## config.mk

```make
export PLATFORM = sky130hd
export DESIGN_NAME = button_gesture
export DESIGN_NICKNAME = d
export VERILOG_FILES = /design/src/rtl/button_gesture_pkg.sv /design/src/rtl/button_gesture.sv
export SDC_FILE = /design/constraint.sdc
export NUM_CORES = 1
export LEC_CHECK = 0
export ABC_AREA = 0
export BUFFER_PORTS_ARGS = -buffer_cell sky130_fd_sc_hd__buf_4
export CAP_MARGIN = 20
export CORE_MARGIN = 2
export CORE_UTILIZATION = 49
export CTS_CLUSTER_DIAMETER = 80
export DETAILED_ROUTE_END_ITERATION = 10
export GPL_ROUTABILITY_DRIVEN = 1
export PLACE_DENSITY = 0.76
export RECOVER_POWER = 100
export SYNTH_ARGS = -nofsm -noshare
export SYNTH_HDL_FRONTEND = slang
export SYNTH_SLANG_ARGS = --single-unit
```

## constraint.sdc

```tcl
create_clock -name clk -period 4.9 [get_ports clk]
set_clock_uncertainty 0.05 [all_clocks]
set_input_delay 1.47 -clock clk [delete_from_list [all_inputs] [get_ports clk]]
set_output_delay 1.47 -clock clk [all_outputs]
set_load 0.1 [all_outputs]
```

## src/rtl/button_gesture_pkg.sv

```systemverilog
// Shared types for the button gesture classifier.
package button_gesture_pkg;

  // Classifier states; encodings 6 and 7 are unused and recover to DISARMED.
  typedef enum logic [2:0] {
    DISARMED = 3'd0,
    IDLE     = 3'd1,
    PRESSED1 = 3'd2,
    LONG     = 3'd3,
    WAIT2    = 3'd4,
    PRESSED2 = 3'd5
  } state_e;

endpackage

```

## src/rtl/button_gesture.sv

```systemverilog
// Turns a debounced button level into short/double/long press pulses and a held level.
module button_gesture
  import button_gesture_pkg::*;
#(
  parameter int unsigned LONG_PERIOD   = 50000000,
  parameter int unsigned DOUBLE_WINDOW = 25000000
) (
  input  logic clk,
  input  logic resetn,
  input  logic button,
  output logic short_press,
  output logic double_press,
  output logic long_press,
  output logic held
);

  localparam int unsigned MAX_PERIOD = (LONG_PERIOD > DOUBLE_WINDOW) ? LONG_PERIOD : DOUBLE_WINDOW;
  localparam int unsigned CNT_W      = $clog2(MAX_PERIOD);

  localparam logic [CNT_W-1:0] LONG_LAST   = CNT_W'(LONG_PERIOD - 1);
  localparam logic [CNT_W-1:0] WINDOW_LAST = CNT_W'(DOUBLE_WINDOW - 1);

  state_e           state_q;
  state_e           state_d;
  logic [CNT_W-1:0] cnt_q;
  logic [CNT_W-1:0] cnt_d;
  logic             short_d;
  logic             double_d;
  logic             long_d;
  logic             held_d;

  // Next state, counter and output events; release/re-press take priority over expiry.
  always_comb begin
    state_d  = state_q;
    cnt_d    = cnt_q;
    short_d  = 1'b0;
    double_d = 1'b0;
    long_d   = 1'b0;
    held_d   = 1'b0;
    case (state_q)
      DISARMED: begin
        if (!button) state_d = IDLE;
      end
      IDLE: begin
        if (button) begin
          state_d = PRESSED1;
          cnt_d   = '0;
        end
      end
      PRESSED1: begin
        if (!button) begin
          state_d = WAIT2;
          cnt_d   = '0;
        end else if (cnt_q == LONG_LAST) begin
          long_d  = 1'b1;
          held_d  = 1'b1;
          state_d = LONG;
        end else begin
          cnt_d = cnt_q + CNT_W'(1);
        end
      end
      LONG: begin
        if (!button) state_d = IDLE;
        else         held_d  = 1'b1;
      end
      WAIT2: begin
        if (button) begin
          state_d = PRESSED2;
        end else if (cnt_q == WINDOW_LAST) begin
          short_d = 1'b1;
          state_d = IDLE;
        end else begin
          cnt_d = cnt_q + CNT_W'(1);
        end
      end
      PRESSED2: begin
        if (!button) begin
          double_d = 1'b1;
          state_d  = IDLE;
        end
      end
      default: state_d = DISARMED;
    endcase
  end

  // State, counter and registered outputs; reset clears everything immediately.
  always_ff @(posedge clk or negedge resetn) begin
    if (!resetn) begin
      state_q      <= DISARMED;
      cnt_q        <= '0;
      short_press  <= 1'b0;
      double_press <= 1'b0;
      long_press   <= 1'b0;
      held         <= 1'b0;
    end else begin
      state_q      <= state_d;
      cnt_q        <= cnt_d;
      short_press  <= short_d;
      double_press <= double_d;
      long_press   <= long_d;
      held         <= held_d;
    end
  end

endmodule

```

==> results.txt <==
* Most frequent standard cell in the layout excluding fill and tap cells: sky130_fd_sc_hd__dfrtp_1
* Reg2Reg Capture Point: cnt_q[1]
* Worst setup slack before clock tree synthesis: 1.646 ns
- Max-Cap Viols: 1
- Of the total synthesized cell area, the portion taken by XOR and XNOR cells is 0.
* Layout overhead on the synthesized area: 7.795%
- In the finished design, the share of the clock period the worst path needs comes to 0.6972.
- STA classifies the critical path startpoint as a primary input.
- WHS Endpoint: cnt_q[0]
- Cell types occupying the most area after synthesis: sky130_fd_sc_hd__dfrtp_1, sky130_fd_sc_hd__o21ai_0, sky130_fd_sc_hd__o21a_1
- Dominant cell type by area after synthesis: sky130_fd_sc_hd__dfrtp_1
- Syn nets: about 240
- TritonCTS built the clock tree.
* Maximum frequency from static timing analysis: 292.7 MHz
- The setup path with the least slack is of type in2reg.
* Reg2reg path depth: 5
- Core area: between 0.004 and 0.005 mm^2
* Tightest Pin Transition: 1.735 ns
* Util after Layout: 0.5540
- Violations in the final reports: capacitance limit, slew limit
- Buffer depth of the longest clock path: 2
- Entering global routing, the biggest net connects 34 pins.
* H-tree depth reported by CTS: 2
- Cts bufs inserted: 5
* Hold buffers post-CTS: 0
* Via count of the first global-routing pass: 1730
- Reg-to-reg setup timing slack: slightly above 2 ns
- Minimum clock period after layout: around 3.4 ns
* Fraction of post-synthesis cell area in the top cell type by area: 0.3988
- Final hold violation count: 0
* Clk_lat worst skew: between 0.2 and 0.3 ns
* Peak fanout along the critical path: 23
* Ratio of total power to cell area: about 420 mW/mm^2
- Relative slew slack: -0.1570
* Global-route wire length before repair: 8459 um
* Crit path required time: approximately 5.0 ns
- Synth Area in Adders: 0.006042
* Fraction of synthesized area in multiplexers: 0.009668
- The share of the Yosys chip area taken by registers is 0.3988.
- The tree is rooted in a sky130_fd_sc_hd__clkbuf_8.
* Peak supply drop: between 300 and 400 uV
- Beginning of the worst hold path: cnt_q[0]
- Count of unresolved DRC violations after routing: 0
* Data arrival time of the critical path: around 3.5 ns
* Detailed-route wire length: 4763 um
- Number of primary I/O pins: 7
- Dividing the detail-routed via count by the number of cells gives around 6.5.
- The floorplan step defined a die boundary enclosing roughly 0.0048 mm^2.
- Total congestion overflow after global routing: 0
- Syn Inst Count: roughly 230
* Unrepaired setup endpoints after global routing: no
- During synthesis, Yosys emitted a total of 0 warnings.
* Height of the die: 69.01 um
- In the final timing run, aggregate negative setup slack is 0 ns.
* Number of fill cells: 367
- Starting utilization of the core area: 0.5140
* Antenna fix cells: 0
* Cell depth of the worst min-delay path: 1
* Min-Delay Path Class: reg2reg
- Synthesis inferred 33 register bits.
- STA classifies the critical path endpoint as a flop.
- Detail-routed net length per standard cell: between 15 and 20 um
- Of all flip-flops after synthesis, the portion carrying an async set or reset was 1.000.
- In the final design database the tool counted about 240 nets.
* Final Max Slew Viols: 34
- Commonest cells after routing, fill and taps aside: sky130_fd_sc_hd__dfrtp_1, sky130_fd_sc_hd__o21ai_0, sky130_fd_sc_hd__nand2_1
- The synthesized netlist occupies a cell area of between 0.002 and 0.0025 mm^2.
- Placed wire-length estimate: roughly 3200 um
- Gr usage total: 0.2176
- For this run, the detailed router's first-pass iteration total came to 4.
* Synth Area in Compound Gates: 0.2683
* Fraction of the mapped netlist area in simple logic gates: 0.2574
- The congestion estimate from routability-driven global placement came to 0.9132.
- In this run, synthesis inferred 0 flip-flops with an integrated enable.
- The worst register-to-register path begins at cnt_q[9].
* Antenna Nets Post-Route: 0
- Top_reg_cell synth: sky130_fd_sc_hd__dfrtp_1
* Count of vias placed by the detailed router: 1856
- The floorplan step set the die width to around 69 um.
* Antenna violations before repair: 0
- Port bufs: 6
- Number of different library cells in the post-synthesis netlist: 55
- Setup violations remaining at the end of the flow were counted as 0.
* Detailed Route Iter0 Violations: 144
- Placement row count: 23
* Setup ws final: roughly 1.5 ns
* Number of instances resized during post-cts repair: 0
* Leakage power: approximately 0.00086 uW
* Result of the run: finished, violations left
- Main combinational cell family by area after synthesis: compound AO/OA/AOI/OAI gates
* Number of buffers inserted by post-CTS setup repair: 0
- Each instance of the synthesized netlist takes up on average approximately 9.0 um^2.
- The clock net in this run drives a total of 33 sinks.
- Clock transition at path regs: about 0.070 ns
* Share of layout cells above drive strength 1: 0.1068
==> per-stage QoR <==
step                area [um^2]  power [uW]  hold slack (ns)  cells
detailed placement         2128       645.0           0.4714    276
global route               2232       986.5           0.5066    284
global placement           2128       639.0           0.4736    276
CTS                        2262       951.4           0.4795    284
floorplan                  2071       600.8           0.4400    231
finish                     2232       934.9           0.4846    284
==> logic make-up after synthesis <==
family | count (synthesis)
AND/OR/NAND/NOR | 89
multiplexers | 2
buffers and inverters | 26
adder cells (fa/ha/maj) | 1
AO/OA/AOI/OAI | 80
flip-flops | 33
==> per-layer routing <==
| layer | part of all wire | vias up | track usage |
|---|---|---|---|
| met1 | 0.46 | 895 | 0.3072 |
| met5 | 0 | - | 0 |
| met4 | 0.011 | 0 | 0.07407 |
| li1 | - | 888 | - |
| met2 | 0.46 | 68 | 0.3323 |
| met3 | 0.063 | 5 | 0.04532 |
==> report_power, final <==
group	switching [uW]	internal, uW	total (uW)
Combinational	175	89.5	265
Clock	103	202	305
Sequential	51.7	313	365
==> worst max path at each step <==
stage               startpoint   endpoint  slack (ns)  cells after the start
detailed placement      button   cnt_q[9]        1.65                      5
CTS                     button   cnt_q[9]        1.94                      5
global route            button  cnt_q[19]        1.27                      6
floorplan               button  cnt_q[11]        1.77                      6
finish                  button  cnt_q[19]        1.48                      6
global placement        button   cnt_q[9]        1.66                      5
==> registers in the layout (all words and copies together) (netlist names) <==
| register | cells |
|---|---|
| cnt_q | 26 |
| double_press | 1 |
| held | 1 |
| long_press | 1 |
| short_press | 1 |
| state_q | 3 |
==> synthesized netlist by cell type (all sizes together) (2+ instances only) <==
cell,number
dfrtp,33
mux2i,2
a21oi,7
nor3,10
clkbuf,10
nand2b,2
or3b,2
o21bai,3
nor4,8
nand2,13
o311ai,2
nand3,8
and3,6
or3,2
o211ai,2
or4,2
a21o,2
nand4,9
o21ai,26
or4b,2
and2,5
nor2,11
o21a,9
inv,12
buf,4
a31oi,2
o22a,9
and4,2
a22oi,3
a2bb2oi,7
or2,2
==> cell type report <==
type                       count  area, um^2  area share
clock buffer                   5       68.82     0.03083
clock inverter                 3       65.06     0.02915
inverter                      12       45.04     0.02018
multi-input combinational    172        1124      0.5034
sequential                    33       825.8      0.3700
tap                           50       62.56     0.02803
timing repair buffer           9       41.29     0.01850
==> critical path, stage by stage <==
cell,delay [ns]
sky130_fd_sc_hd__clkbuf_1,0.25
sky130_fd_sc_hd__nand3b_1,0.24
sky130_fd_sc_hd__a311oi_2,0.29
sky130_fd_sc_hd__clkbuf_1,0.75
sky130_fd_sc_hd__nor2_1,0.15
sky130_fd_sc_hd__o311ai_0,0.38
Power figures use the tool's default switching activity.
